## config.mk

```make
export PLATFORM = sky130hd
export DESIGN_NAME = uart_tx
export DESIGN_NICKNAME = d
export VERILOG_FILES = /design/src/rtl/uart_tx.sv
export SDC_FILE = /design/constraint.sdc
export NUM_CORES = 1
export LEC_CHECK = 0
export ABC_CLOCK_PERIOD_IN_PS = 1550
export CAP_MARGIN = 20
export CORE_UTILIZATION = 30
export DETAILED_ROUTE_END_ITERATION = 10
export SKIP_LAST_GASP = 1
export SLEW_MARGIN = 20
export SYNTH_ARGS = -nofsm -noshare
export SYNTH_HDL_FRONTEND = slang
export SYNTH_SLANG_ARGS = --single-unit
export TNS_END_PERCENT = 100
```

## constraint.sdc

```tcl
create_clock -name tx_clk -period 1.55 [get_ports tx_clk]
set_input_delay 0.2325 -clock tx_clk [delete_from_list [all_inputs] [get_ports tx_clk]]
set_output_delay 0.2325 -clock tx_clk [all_outputs]
set_load 0.03 [all_outputs]
```

## src/rtl/uart_tx.sv

```systemverilog
// UART transmitter: start, 8 data bits LSB first, parity, stop.
// One bit per tx_clk cycle; all outputs registered.
module uart_tx #(
  parameter bit PARITY_ODD = 1'b0
) (
  input  logic       tx_clk,
  input  logic       reset,
  input  logic       tx_start,
  input  logic [7:0] tx_data,
  output logic       tx_busy,
  output logic       tx_serial
);

  typedef enum logic [2:0] {
    IDLE,
    START,
    DATA,
    PARITY,
    STOP
  } state_t;

  state_t     state;
  state_t     state_n;
  logic [2:0] cnt;
  logic [2:0] cnt_n;
  logic [7:0] shreg;
  logic [7:0] shreg_n;
  logic       par;
  logic       par_n;
  logic       serial_n;
  logic       busy_n;

  always_ff @(posedge tx_clk or posedge reset) begin
    if (reset) begin
      state     <= IDLE;
      cnt       <= 3'd0;
      shreg     <= 8'd0;
      par       <= 1'b0;
      tx_serial <= 1'b1;
      tx_busy   <= 1'b0;
    end else begin
      state     <= state_n;
      cnt       <= cnt_n;
      shreg     <= shreg_n;
      par       <= par_n;
      tx_serial <= serial_n;
      tx_busy   <= busy_n;
    end
  end

  // Outputs are computed from the next state so the line
  // changes on the same edge the state does.
  always_comb begin
    state_n  = state;
    cnt_n    = cnt;
    shreg_n  = shreg;
    par_n    = par;
    serial_n = tx_serial;
    busy_n   = tx_busy;
    unique case (state)
      IDLE: begin
        serial_n = 1'b1;
        busy_n   = 1'b0;
        if (tx_start) begin
          state_n  = START;
          shreg_n  = tx_data;
          par_n    = (^tx_data) ^ PARITY_ODD;
          serial_n = 1'b0;
          busy_n   = 1'b1;
        end
      end
      START: begin
        state_n  = DATA;
        cnt_n    = 3'd0;
        serial_n = shreg[0];
        busy_n   = 1'b1;
      end
      DATA: begin
        busy_n = 1'b1;
        if (cnt == 3'd7) begin
          state_n  = PARITY;
          serial_n = par;
        end else begin
          cnt_n    = cnt + 3'd1;
          serial_n = shreg[cnt + 3'd1];
        end
      end
      PARITY: begin
        state_n  = STOP;
        serial_n = 1'b1;
        busy_n   = 1'b1;
      end
      STOP: begin
        if (tx_start) begin
          state_n  = START;
          shreg_n  = tx_data;
          par_n    = (^tx_data) ^ PARITY_ODD;
          serial_n = 1'b0;
          busy_n   = 1'b1;
        end else begin
          state_n  = IDLE;
          serial_n = 1'b1;
          busy_n   = 1'b0;
        end
      end
      default: begin
        state_n  = IDLE;
        serial_n = 1'b1;
        busy_n   = 1'b0;
      end
    endcase
  end

endmodule

```

# Word-level counts from Yosys, hierarchy flattened
# Index checks and enable logic that the tools add are counted.
# word_totals
ff_bits	17
output_inout_bits	2
inputBits	11
elab_cells	37
# classes
eq_ne	8
n_lt_le_gt_ge	1
mux	13
reduce_logical	8
n_addsub	1
# op_table
cell	count
$pmux 3 s5	1
$mux 3	3
$reduce_xor 8->1	1
$eq 3x2->1 const B	2
$eq 3x3->1 const B	2
$ne 2x2->1 const B	3
$pmux 3 s2	1
$reduce_and 2->1	3
$mux 1	5
$lt 3x4->1 const B	1
$add 3x1->3 const B	1
$bmux 1 s3	1
$eq 3x1->1 const B	1
$logic_not 3->1	1
$pmux 1 s3	1
$reduce_or 3->1	1
$pmux 1 s2	1
$reduce_bool 2->1	1
$reduce_or 2->1	1

# Logic depth before layout (Yosys ltp)
# Gate-level depths: netlist of the first run.
# logic_depth
depth_word	5
ltp_mapped	6
mapped_depth_nobuf	6

# Worst setup path before layout of the first run
# Ideal clock, no wire load.
# synth_timing
path_type	register -> register
startpoint	register cnt[0]
endpoint	register tx_serial
period_less_slack_ps	1592
t_required_ps	1465
n_path_buf	0
arrival_time_ps	1507
path_stages_with_launch	5
setup_time_ps	85
path_slack_ps	-42
path_cell_list	dfrtp_1 ha_1 mux4_2 mux2i_1 o32ai_2
# synth_via
elab_chain_cells	5
word_cells_on_any_way	6
classes_between	1 x add/sub; 1 x eq/ne; 4 x mux
# synth_lines
item	line_no	source
from (decl)	24	logic [2:0] cnt;
from (signal assigned)	43	cnt <= cnt_n;
$add 3x1->3	85	serial_n = shreg[cnt + 3'd1];
$bmux 1 s3	85	
$mux 1 (implied by the code)	85	
$mux 1 (*)	80	if (cnt == 3'd7) begin
$pmux 1 s3 (*)	60	unique case (state)
net serial_n	30	logic serial_n;
to (signal assigned)	46	tx_serial <= serial_n;
to (decl)	11	output logic tx_serial
# The timed path passes the listed nets; every way through them passes the cells marked *. The select of a mux whose other input is x is not followed.
# A chain may end at the register's enable or synchronous reset.

# Worst setup path in the final report of the first run
# Same ends and word-level chain as after synthesis.

==> results of run 1 <==
[sequential cells by signal (all words and copies together) (netlist names)]
name / cells
tx_busy: 1
par: 1
cnt: 3
state: 3
tx_serial: 1
shreg: 8
[how the worst min path moves through the flow]
stage | start | cells after the start | end
after detailed placement | shreg[2] | 1 | shreg[2]
after CTS | reset | 3 | state[2]
after global placement | shreg[2] | 1 | shreg[2]
after global routing | reset | 3 | par
final | reset | 3 | state[1]
after floorplan | reset | 1 | cnt[1]
[layout by cell type (no fill, tap or decap)]
cell type,count
nor2b_1,4
and2b_1,1
xnor2_1,8
nand2b_1,2
clkbuf_1,1
inv_1,2
nor2_1,4
a31oi_1,1
o32ai_2,1
buf_4,6
dfrtp_1,15
clkdlybuf4s50_1,10
a21oi_1,4
mux2_4,6
and2_1,1
and2_4,1
mux4_2,2
nor3b_1,1
nor2_2,1
a22o_2,1
mux2i_1,2
o21bai_1,1
nand2_1,3
clkbuf_4,3
o21ai_1,3
dfrtp_2,1
dlygate4sd2_1,1
dlymetal6s2s_1,1
dfstp_2,1
mux2_1,2
ha_1,1
ha_4,1
[final cells by class]
class / count / area share
sequential: 17 / 0.380
clock buffer: 4 / 0.0233
inverter: 2 / 0.00666
tap: 31 / 0.0344
multi-input combinational: 51 / 0.408
timing repair buffer: 18 / 0.148
[report_power, final]
group	leakage (nW)	internal [mW]	total, mW	switching [mW]
Sequential	0.202	0.665	0.808	0.143
Clock	0.0150	0.0998	0.238	0.138
Combinational	0.266	0.641	1.11	0.468
Total	0.483	1.41	2.16	0.750
[layer usage]
| layer | track usage | up-vias | part of all wire |
|---|---|---|---|
| met5 | 0 | - | 0 |
| met4 | 0.0418 | 0 | 0.010 |
| met3 | 0.0204 | 2 | 0.024 |
| met2 | 0.198 | 6 | 0.51 |
| met1 | 0.154 | 292 | 0.46 |
| li1 | - | 291 | - |
[worst max-delay path: stages (launching register included)]
cell	delay, ns
dfrtp_2	0.44
ha_4	0.27
mux4_2	0.48
mux2i_1	0.18
o32ai_2	0.09
[metrics by stage]
stage,utilization,setup TNS (ns)
floorplan,-,0
global placement,0.383,0
detailed placement,0.383,0
CTS,0.398,0
global route,0.398,-0.0231
finish,0.398,0
[what timing repair did]
action,CTS,global route
hold buffers,0,0
setup buffers,2,0
pin swaps,1,1
setup endpoints to repair,2,3
resized for setup,1,2
[kinds of logic (layout without fill, tap and decap cells)]
group,count (synthesis),count (layout),synth area share
AO/OA/AOI/OAI,11,11,0.0823
AND/OR/NAND/NOR,18,18,0.110
multiplexers,12,12,0.195
flip-flops,17,17,0.468
adder cells (fa/ha/maj),2,2,0.0274
buffers and inverters,5,24,0.0412
XOR/XNOR,8,8,0.0768
==> summary.md, run 1 <==
| Metric | Value |
|---|---|
| Worst hold path class | primary input to async pin |
| Synth Cell Area | 912 um2 |
| DRT antenna net count | 0 |
| Worst Setup End Kind | flop |
| Synth unique cells | 27 |
| I/O Pins | 13 |
| DP Wirelength | 1280 um |
| Worst-path clk slew | 0.10 ns |
| DR WL/cell | 13.8 um |
| Syn_nets | 86 |
| Crit. Startpoint | cnt[0] |
| Slew @ Worst Pin | 0.313 ns |
| Yosys warns | 0 |
| Avg Synthesized Cell Area | 12.5 um2 |
| Overall global routing resource usage | 0.118 |
| Final wirelength | 1700 um |
| Core Area | 0.00283 mm2 |
| Global-route wire length before repair | 2930 um |
| Cells after DPL | 117 |
| Power consumption | 2.16 mW |
| Setup crit end | tx_serial |
| Reg2Reg Setup Slack | 0.02 ns |
| Most numerous cell in the Yosys netlist | dfrtp_1 |
| Fin cells | 123 |
| Storage cell area | 428 um2 |
| Grt ovf | 0 |
| RSZ-0062 raised after global routing | yes |
| Clock Path Buffers | 2 |
| Crit Path Category | flop to flop |
| Post-synth EDFFs | 0 |
| Max Freq | 0.653 GHz |
| Skew-Pair Late Insertion Delay | 0.28 ns |
| Worst VDD drop | 0.643 mV |
| Final Hold Vio Count | 0 |
| Slew margin rel. | 0.791 |
| Min cycle time layout | 1.53 ns |
| Pins Over Slew Limit | 0 |
| Sequential share of the synthesized area | 0.468 |
| Reg2Reg Launch Point | cnt[0] |
| Via density | 4.80 |
| CTS root buf | clkbuf_4 |
| Final setup margin | 0.0177 ns |
| 1st-iter DRT viols | 6 |
| Die ar. | 0.00326 mm2 |
| Max-cap viol count | 0 |
| Largest net degree at the start of global routing | 18 |
| Site row count | 19 |
| Post-synthesis register bit count | 17 |
| CP Max Fanout | 2 |
| Htree depth | 1 |
| Drt first pass iters | 3 |
| Dominant synthesized flop cell | dfrtp_1 |
| Ys async rst share | 1.00 |
| # diodes | 0 |
| Power Dens Cells | 1910 mW/mm2 |
| Post-route DRC | 0 |
| Design Area, Final | 0.00113 mm2 |
| Commonest cells in the netlist | dfrtp_1 (16), xnor2_1 (8), mux2_4 (6) |
| Clk sinks | 17 |
| Nets | 106 |
| Placed cell area | 0.00108 mm2 |
| Setup Viol. Count Final | 0 |
| Worst Hold Slack | 0.249 ns |
| Final Cycle Share | 0.989 |
| Multi-input gate area | 460 um2 |
| Leak | 0.483 nW |
| Layout cells sized above 1 | 0.261 |
| Initial antenna violation count | 0 |
| Top cells by area, synth | dfrtp_1 (44%), mux2_4 (9.9%), xnor2_1 (7.7%), mux4_2 (4.9%), dfstp_2 (2.9%) |
| Vias in the first global route | 603 |
| Final estimated routing congestion in global placement | 0.815 |
| Setup Slack @ Placement | 0.00710 ns |
| Skew final | 0.00541 ns |
| CTS tree | built |
| Synthesis-to-finish area growth | 23.6% |
| Critical R2R Capture | tx_serial |
| Most area-hungry cell type in the Yosys netlist | dfrtp_1 |
| Die height | 57.1 um |
| Initial core utilization | 0.322 |
| Outcome | complete, no violations |
| Buffers added on ports | 12 |
| Crit path launch type | flop |
| Via count | 591 |
| Synth Instances | 73 |
| TritonCTS Buffers | 3 |
| Crit path DAT | 1.74 ns |
| DIE WIDTH | 57.1 um |
| Synth top area share | 0.439 |
| Critical Path RT | 1.76 ns |
| Fillers | 269 |
| Reg2reg path depth | 4 |
Note: power is estimated with default switching activity, not from simulation.
==> inputs of run 2 (changes only) <==
--- a/config.mk
+++ b/config.mk
@@ -8,6 +8,7 @@
 export ABC_CLOCK_PERIOD_IN_PS = 1550
 export CAP_MARGIN = 20
 export CORE_UTILIZATION = 30
+export CTS_CLUSTER_DIAMETER = 40
 export DETAILED_ROUTE_END_ITERATION = 10
 export SKIP_LAST_GASP = 1
 export SLEW_MARGIN = 20
==> results of run 2 <==
No change in the layout: final DEF, timing and power equal those of run 1.
